## src/rtl/mult_sched_pkg.sv

```systemverilog
// Shared types and constants for the multiplier issue scheduler.
package mult_sched_pkg;

  localparam int XLEN        = 32;
  localparam int MULT_STAGES = 4;

  typedef struct packed {
    logic            valid;
    logic [XLEN-1:0] rs1_value;
    logic [XLEN-1:0] rs2_value;
    logic [4:0]      dest_reg_idx;
    logic            halt;
  } ISSUE_FU_PACKET;

  typedef struct packed {
    logic            valid;
    logic [XLEN-1:0] dest_value;
    logic [4:0]      dest_reg_idx;
    logic            halt;
  } FU_COMPLETE_PACKET;

  // Index width for a round-robin pointer; never narrower than one bit.
  function automatic int ptr_width(input int n);
    return (n > 1) ? $clog2(n) : 1;
  endfunction

endpackage

```

## src/rtl/mult_sched_rbuf.sv

```systemverilog
// Result FIFO between the multiplier and the complete stage.
// Push and pop may coincide at any occupancy; a pop while empty is ignored.
module mult_rbuf
  import mult_sched_pkg::*;
#(
  parameter int DEPTH = 4
) (
  input  logic                    clock,
  input  logic                    reset,
  input  logic                    push,
  input  FU_COMPLETE_PACKET       push_data,
  input  logic                    pop,
  output FU_COMPLETE_PACKET       head,
  output logic [$clog2(DEPTH):0]  count
);

  localparam int PTR_W = $clog2(DEPTH);
  localparam int CNT_W = $clog2(DEPTH) + 1;

  FU_COMPLETE_PACKET mem [DEPTH];
  logic [PTR_W-1:0]  head_ptr;
  logic [PTR_W-1:0]  tail_ptr;
  logic              do_pop;
  logic              full;

  assign do_pop = pop && (count != '0);
  assign full   = (count == CNT_W'(DEPTH));

  // Storage, pointers and occupancy; pointers wrap naturally (power-of-two depth).
  always_ff @(posedge clock or negedge reset) begin
    if (!reset) begin
      head_ptr <= '0;
      tail_ptr <= '0;
      count    <= '0;
      for (int i = 0; i < DEPTH; i++) mem[i] <= '0;
    end else begin
      if (push) begin
        mem[tail_ptr] <= push_data;
        tail_ptr      <= tail_ptr + PTR_W'(1);
      end
      if (do_pop) head_ptr <= head_ptr + PTR_W'(1);
      case ({push, do_pop})
        2'b10:   count <= count + CNT_W'(1);
        2'b01:   count <= count - CNT_W'(1);
        default: count <= count;
      endcase
    end
  end

  // Head entry, valid forced high when occupied, all-zero when empty.
  always_comb begin
    head = '0;
    if (count != '0) begin
      head       = mem[head_ptr];
      head.valid = 1'b1;
    end
  end

  // The issue credit scheme should make a write into a full buffer impossible.
  assert property (@(posedge clock) disable iff (!reset) !(push && full));

endmodule

```

## src/rtl/mult_sched.sv

```systemverilog
// Round-robin issue scheduler in front of a non-stallable pipelined multiplier.
// Issue is throttled so every op in flight is guaranteed a result-buffer slot.
module mult_sched
  import mult_sched_pkg::*;
#(
  parameter int NUM_REQ    = 2,
  parameter int RBUF_DEPTH = 4,
  parameter int LAT        = MULT_STAGES
) (
  input  logic                              clock,
  input  logic                              reset,
  input  logic              [NUM_REQ-1:0]   req_valid,
  input  ISSUE_FU_PACKET    [NUM_REQ-1:0]   req_packet,
  output logic              [NUM_REQ-1:0]   req_grant,
  output logic                              mult_start,
  output ISSUE_FU_PACKET                    mult_packet,
  input  logic                              mult_done,
  input  FU_COMPLETE_PACKET                 mult_result,
  input  logic                              complete_stall,
  output logic                              want_to_complete,
  output FU_COMPLETE_PACKET                 fu_packet_out
);

  localparam int RR_W  = ptr_width(NUM_REQ);
  localparam int CNT_W = $clog2(RBUF_DEPTH) + 1;
  localparam logic [CNT_W:0] DEPTH_L = (CNT_W+1)'(RBUF_DEPTH);

  logic [RR_W-1:0]  rr_ptr;
  logic [RR_W-1:0]  grant_idx;
  logic             grant_any;
  logic [CNT_W-1:0] inflight;
  logic [CNT_W-1:0] rbuf_count;
  logic [CNT_W:0]   occupancy;
  logic             credit_ok;
  logic             push;
  logic             pop;
  int               arb_idx;

  // Slots already promised: buffered results plus ops still in the multiplier.
  assign occupancy = {1'b0, rbuf_count} + {1'b0, inflight};
  assign credit_ok = (occupancy < DEPTH_L);

  // A done with nothing in flight is a leftover from before a reset; drop it.
  assign push = mult_done && (inflight != '0);
  assign pop  = want_to_complete && !complete_stall;

  // Round-robin pick starting at rr_ptr, only when a buffer slot is free.
  always_comb begin
    grant_any = 1'b0;
    grant_idx = '0;
    arb_idx   = 0;
    if (reset && credit_ok) begin
      for (int i = 0; i < NUM_REQ; i++) begin
        arb_idx = (int'(rr_ptr) + i) % NUM_REQ;
        if (!grant_any && req_valid[arb_idx]) begin
          grant_any = 1'b1;
          grant_idx = RR_W'(arb_idx);
        end
      end
    end
  end

  // Issue outputs derived from the single winner.
  always_comb begin
    req_grant   = '0;
    mult_packet = '0;
    if (grant_any) begin
      req_grant[grant_idx] = 1'b1;
      mult_packet          = req_packet[grant_idx];
    end
  end

  assign mult_start = grant_any;

  // Pointer advances past the winner; in-flight count tracks issue minus done.
  always_ff @(posedge clock or negedge reset) begin
    if (!reset) begin
      rr_ptr   <= '0;
      inflight <= '0;
    end else begin
      if (grant_any)
        rr_ptr <= (int'(grant_idx) == NUM_REQ - 1) ? '0 : grant_idx + RR_W'(1);
      case ({mult_start, push})
        2'b10:   inflight <= inflight + CNT_W'(1);
        2'b01:   inflight <= inflight - CNT_W'(1);
        default: inflight <= inflight;
      endcase
    end
  end

  mult_rbuf #(
    .DEPTH (RBUF_DEPTH)
  ) u_rbuf (
    .clock     (clock),
    .reset     (reset),
    .push      (push),
    .push_data (mult_result),
    .pop       (pop),
    .head      (fu_packet_out),
    .count     (rbuf_count)
  );

  assign want_to_complete = (rbuf_count != '0);

  // At most one issue per cycle, each retiring LAT cycles later.
  assert property (@(posedge clock) disable iff (!reset) int'(inflight) <= LAT);

endmodule

```

## config.mk

```make
export PLATFORM = sky130hd
export DESIGN_NAME = mult_sched
export DESIGN_NICKNAME = d
export VERILOG_FILES = /design/src/rtl/mult_sched_pkg.sv /design/src/rtl/mult_sched_rbuf.sv /design/src/rtl/mult_sched.sv
export SDC_FILE = /design/constraint.sdc
export NUM_CORES = 1
export LEC_CHECK = 0
export ABC_AREA = 1
export BUFFER_PORTS_ARGS = -buffer_cell sky130_fd_sc_hd__buf_2
export CAP_MARGIN = 20
export CORE_ASPECT_RATIO = 2
export CORE_MARGIN = 5
export CORE_UTILIZATION = 45
export CTS_CLUSTER_DIAMETER = 120
export CTS_CLUSTER_SIZE = 14
export DETAILED_ROUTE_END_ITERATION = 7
export GPL_TIMING_DRIVEN = 0
export PLACE_DENSITY = 0.81
export SLEW_MARGIN = 0
export SYNTH_ARGS = -nofsm -noshare
export SYNTH_HDL_FRONTEND = slang
export SYNTH_SLANG_ARGS = --single-unit
```

## constraint.sdc

```tcl
create_clock -name clock -period 3.3 [get_ports clock]
set_clock_uncertainty 0.15 [all_clocks]
set_input_delay 0.495 -clock clock [delete_from_list [all_inputs] [get_ports clock]]
set_output_delay 0.495 -clock clock [all_outputs]
set_load 0.01 [all_outputs]
```

**Word level (Yosys, flattened, before mapping)**

Cells that the tools add are included.

- Register bits after elaboration: 167
- Bits in latches: 0
- RAM bits: 0
- Memory bits (read-only): 0
- Input port bits: 187
- Output and inout bits: 114
- Word-level logic and storage cells: 86
- Memories kept: 0

- Add/subtract/negate cells: 9
- $mul: 0
- Div/mod/pow operators: 0
- $lt $le $gt $ge: 8
- Equal/unequal tests: 4
- Shifts and indexed selects: 0
- Mux-type cells: 28
- Bitwise gates (word level): 3
- Reduce and logical (&&, ||, !) cells: 13

Operators by type and width:

| operator | number |
|---|---|
| $mux W71 | 3 |
| $bwmux W156 | 1 |
| $bmux W39 S2 | 1 |
| $demux W39 S2 | 1 |
| $mux W39 | 2 |
| $mux W38 | 2 |
| $mux W1 | 14 |
| $pmux W3 S2 | 2 |
| $logic_and A1 B1 Y1 | 7 |
| $add A3 B1 Y3 const B | 2 |
| $ge A3 B3 Y1 const B | 2 |
| $not A2 Y3 | 2 |
| $reduce_bool A3 Y1 | 2 |
| $sub A3 B1 Y3 const B | 2 |
| $add A2 B1 Y2 const B | 2 |
| $add A3 B3 Y4 | 1 |
| $eq A2 B1 Y1 const B | 2 |
| $eq A2 B2 Y1 const B | 2 |
| $lt A1 B2 Y1 const B | 2 |
| $lt A4 B3 Y1 const B | 1 |
| $reduce_bool A2 Y1 | 2 |
| $lt A2 B3 Y1 const B | 1 |
| $lt A3 B1 Y1 const B | 1 |
| $add A1 B1 Y1 const B | 2 |
| other kinds (5) | 6 |

**Longest topological paths before layout**

- Word-level depth: 13
- Gate-level depth with buffers: 12
- Gate-level depth less buffers: 11

**Hierarchy**

From an unflattened synthesis, not the netlist that was laid out.

- Cells, all modules: 1327
- Area, all modules: 9482.8 um^2

By module, submodules not included:

| module | instances | cells an instance | area an instance (um^2) | sequential area each (um^2) |
|---|---|---|---|---|
| mult_rbuf | 1 | 1025 | 7800.0 | 3978.8 |
| mult_sched | 1 | 302 | 1682.9 | 100.1 |

**Least setup slack after synthesis**

No wires, ideal clock.

- Path type: reg-to-reg
- Start: register inflight[1]
- End: register inflight[2]
- Library setup time: 79 ps
- Arrival: 2297 ps
- Data required time: 3071 ps
- Slack: 773 ps
- Cell stages (with the launch flop): 13
- Buffers on the path: 1
- Clock period less this slack: 2527 ps
- Cell sequence: dfrtp_1 ha_1 nand2_1 nor2_1 nor2_4 buf_4 nand2_1 ha_1 inv_1 fa_1 or2_2 nand2_1 xor2_1

- Word-level cells in the longest chain between the ends: 6
- Elaborated cells between the ends (all ways): 12
- Those cells by class: 3 x add/sub; 1 x order compare; 2 x eq/ne; 2 x mux; 4 x reduce/logical

Ends and longest elaborated chain:

| what | line | text |
|---|---|---|
| start: declaration | mult_sched.sv:31 | `logic [CNT_W-1:0] inflight;` |
| start signal: assignment | mult_sched.sv:84 | `2'b10: inflight <= inflight + CNT_W'(1);` |
| start signal: assignment | mult_sched.sv:85 | `2'b01: inflight <= inflight - CNT_W'(1);` |
| start signal: assignment | mult_sched.sv:86 | `default: inflight <= inflight;` |
| $add A3 B3 Y4 | mult_sched.sv:40 | `assign occupancy = {1'b0, rbuf_count} + {1'b0, inflight};` |
| $lt A4 B3 Y1 | mult_sched.sv:41 | `assign credit_ok = (occupancy < DEPTH_L);` |
| $logic_and A1 B1 Y1 | mult_sched.sv:52 | `if (reset && credit_ok) begin` |
| $mux W1 | mult_sched.sv:52 |  |
| $eq A2 B1 Y1 / $eq A2 B2 Y1 (equally long branches) | mult_sched.sv:83 | `case ({mult_start, push})` |
| $pmux W3 S2 / $reduce_bool A2 Y1 (equally long branches) | n/a |  |

Several ways; a longest one is shown, not always the timed one.
A chain may end at the register's enable or synchronous reset.

==> run_results.csv <==
group,metric,value,unit
sta,max_clock_freq,316,MHz
critical_path,critPathCaptureType,"output pin",
cells_and_area,num-nets-final,1727,
route,postRouteAntennaNets,0,
critical_path,critical_path.most_common_cell,"nand2_1",
sta,finalHoldViolCount,0,
route,route.detailed.drc,0,
critical_path,r2r_slack,0.51,ns
floorplanning,initial_core_util,0.455,
route,dr.pass1.iters,7,
synthesis,synthTopCellsByArea,"dfrtp_1, nand2_1, o21ai_0",
clocking,clk_pin_slew_worst_paths,0.06,ns
clocking,cts_buffers,17,
critical_path,cp_cell_sequence,"dlygate4sd3_1, buf_8, inv_1, nor2_1, nand2_1, nor2_4, buf_4, buf_6, nand4_1, nand2_1, buf_2",
route,routed_wirelength,36.3,mm
place,dp_hpwl,28.3,mm
route,vias,10244,
grt,grt_first_pass_wirelength,54.5,mm
route,viasPerCell,5.66,
sta,slew_violations,0,
synthesis,syn_nets,1406,
critical_path,cp_top_family,"buffers and inverters",
clocking,cts_tree,"done",
synthesis,yosys.cell_types.count,25,
place,gp_congestion,0.958,
synthesis,synth_seq_cells,163,
pwr,p_int,6.50,mW
synthesis,synth_compound_area_frac,0.193,
cells_and_area,areaGrowthSynthToFinish,28.9,%
place,numPortBuffers,299,
critical_path,path_max_fanout,10,
synthesis,synth_fa_ha_area_frac,0.0155,
floorplanning,num_rows,73,
clocking,clock_latency,0.44,ns
critical_path,arrival,2.52,ns
sta,hold_ws,0.167,ns
synthesis,synth_top_area_share,0.450,
route,drt_iter0_drc,741,
synthesis,yosys_warnings,0,
pwr,p_switching,5.16,mW
sta,period_share,0.959,
sta,rsz0062_at_grt,"no",
clocking,postCtsResizedCells,0,
grt,antenna_found_initial,11,
route,wl_per_cell,20.1,um
synthesis,yosysTopAreaCell,"dfrtp_1",
synthesis,synth_top_family_by_area,"simple AND/OR/NAND/NOR gates",
synthesis,synth.avg_cell_area,7.50,um^2
floorplanning,die-area,0.0232,mm^2
clocking,clockBufferDepth,2,
synthesis,synth_simple_gate_area_frac,0.230,
critical_path,cp-start-kind,"primary input",
pwr,ir_drop,0.529,mV
job,maxCapViolations,0,
pwr,combPwrFrac,0.511,
synthesis,syn_inst,1209,
sta,finalSetupViolCount,0,
floorplanning,core,0.0199,mm^2
clocking,clock-sinks,163,
grt,grt_use_total,0.312,
pwr,swShare,0.442,
pwr,p_leak,6.16,nW
synthesis,synthMuxAreaShare,0,
synthesis,synthXorXnorAreaFrac,0.00483,
pwr,clkPwrFrac,0.203,
grt,grt_max_degree,102,
grt,grt_overflow,0,
run_status,status,"finished, final reports clean",
cells_and_area,fin_cells,1810,
clocking,root_buffer,"clkbuf_16",
sta,period_needed,3.16,ns
sta,tightest_slew,0.632,ns
critical_path,cp_data_required_time,2.65,ns
synthesis,yosysSeqAreaShare,0.450,
critical_path,max_stage_delay,0.56,ns
critical_path,r2r-start,"inflight[1]$_DFFE_PN0P_",
floorplanning,die_w,110,um
place,dp_cells,1771,
critical_path,path_class,"in2out",
clocking,htree_levels,4,
floorplanning,io-pin-count,301,
min_path,hold_start,"mult_result[21]",
floorplanning,die_y,211,um
synthesis,synth_area,0.00906,mm^2
min_path,whs_endpoint,"u_rbuf.mem[138]$_DFFE_PN0P_",
pwr,p_seq_frac,0.286,
sta,relSlewSlack,0.578,
min_path,hp-class,"in2reg",
critical_path,r2r_cells,12,
min_path,min_path_cells,3,
critical_path,timing.rr.end,"inflight[2]$_DFFE_PN0P_",
pwr,power.density,998,mW/mm^2
critical_path,critPathSlowestCell,"dlygate4sd3_1",
critical_path,cp_num_buf_inv,6,
grt,grt_pass1_vias,10359,
cells_and_area,final_layout_size_suffix_gt1_frac,0.260,
## power by group through the flow
stage               Sequential (mW)  Clock (mW)  Combinational, mW
CTS                            3.32        2.38               5.91
global route                   3.41        2.46               6.52
finish                         3.33        2.37               5.96
global placement               3.30           0               5.68
floorplan                      3.23           0               3.72
detailed placement             3.34           0               5.84
## what timing repair did
item | CTS | global route
hold endpoints to repair | 62 | 0
hold buffers | 2 | 0
buffers inserted | 0 | 0
## cell usage in the layout, fill, tap and decap left out, drive strengths merged
cell type      n
nand2        314
ha             8
nand4         71
nor3           1
clkinvlp       2
nor2          11
or2            2
o21ai        233
xnor2          2
nand3         74
fa             2
dlygate4sd3    1
bufinv         7
diode          5
a21oi        116
dfrtp        163
clkbuf        66
xor2           3
inv          103
clkinv         3
buf          361
## stage by stage
step                      cell area (um^2)  power (mW)  utilization  TNS (ns)  worst slack, ns
after floorplan                       9060        6.95            -         0            0.773
after global placement               10900        8.99        0.547   -299.36            -2.11
after detailed placement             10900        9.18        0.549         0            0.269
after CTS                            11700        11.6        0.586         0            0.105
after global routing                 11700        12.4        0.586         0          0.00932
final                                11700        11.7        0.587         0            0.136
## worst min-delay path, stage by stage
cell     delay, ns
buf_2         0.12
nand2_1       0.06
nand2_1       0.05
## state kept, by name, indices dropped and copies added (netlist names)
register	flops
inflight	3
rr_ptr	1
u_rbuf.count	3
u_rbuf.head_ptr	2
u_rbuf.mem	152
u_rbuf.tail_ptr	2
## cell type report
cell class	count	area, um^2
Antenna cell	5	12.5
Buffer	107	588
Clock buffer	19	453
Clock inverter	13	253
Fill cell	1856	8230
Inverter	102	383
Multi-Input combinational cell	837	4010
Sequential cell	163	4080
Tap cell	262	328
Timing Repair Buffer	302	1570
## cells in the mapped netlist
master,number
inv_2,5
clkbuf_1,47
o21ai_1,42
a21oi_1,116
o21ai_0,191
nand2_2,1
buf_4,10
nor2_1,6
xor2_1,3
inv_1,97
nand2_1,313
buf_6,15
fa_1,2
nor3_1,1
nor2_4,2
nor2_2,3
or2_2,2
ha_1,8
dfrtp_1,163
xnor2_1,2
buf_1,6
nand4_1,71
nand3_2,1
nand3_1,73
buf_2,29
## worst max path at each step
stage                                 start                 endpoint  slack, ns  cells after the start
floorplan           inflight[1]$_DFFE_PN0P_  inflight[2]$_DFFE_PN0P_       0.77                     12
global placement                      reset  inflight[1]$_DFFE_PN0P_      -2.11                     11
global route                          reset          mult_packet[16]      0.009                     10
CTS                                   reset          mult_packet[64]       0.11                     11
finish                                reset          mult_packet[64]       0.14                     11
detailed placement                    reset  inflight[1]$_DFFE_PN0P_       0.27                     11
## cells by family after synthesis
group,after synthesis
AO/OA/AOI/OAI,349
XOR/XNOR,5
adder cells (fa/ha/maj),10
buffers and inverters,209
flip-flops,163
AND/OR/NAND/NOR,473
## metal layers
| layer | vias to the layer above | track usage | wire length, um |
|---|---|---|---|
| met4 | 14 | 0.159 | 1860 |
| li1 | 4674 | - | - |
| met5 | - | 0 | 83 |
| met3 | 154 | 0.0921 | 3750 |
| met2 | 640 | 0.560 | 19000 |
| met1 | 4762 | 0.320 | 11600 |
Note: power is estimated with default switching activity, not from simulation.
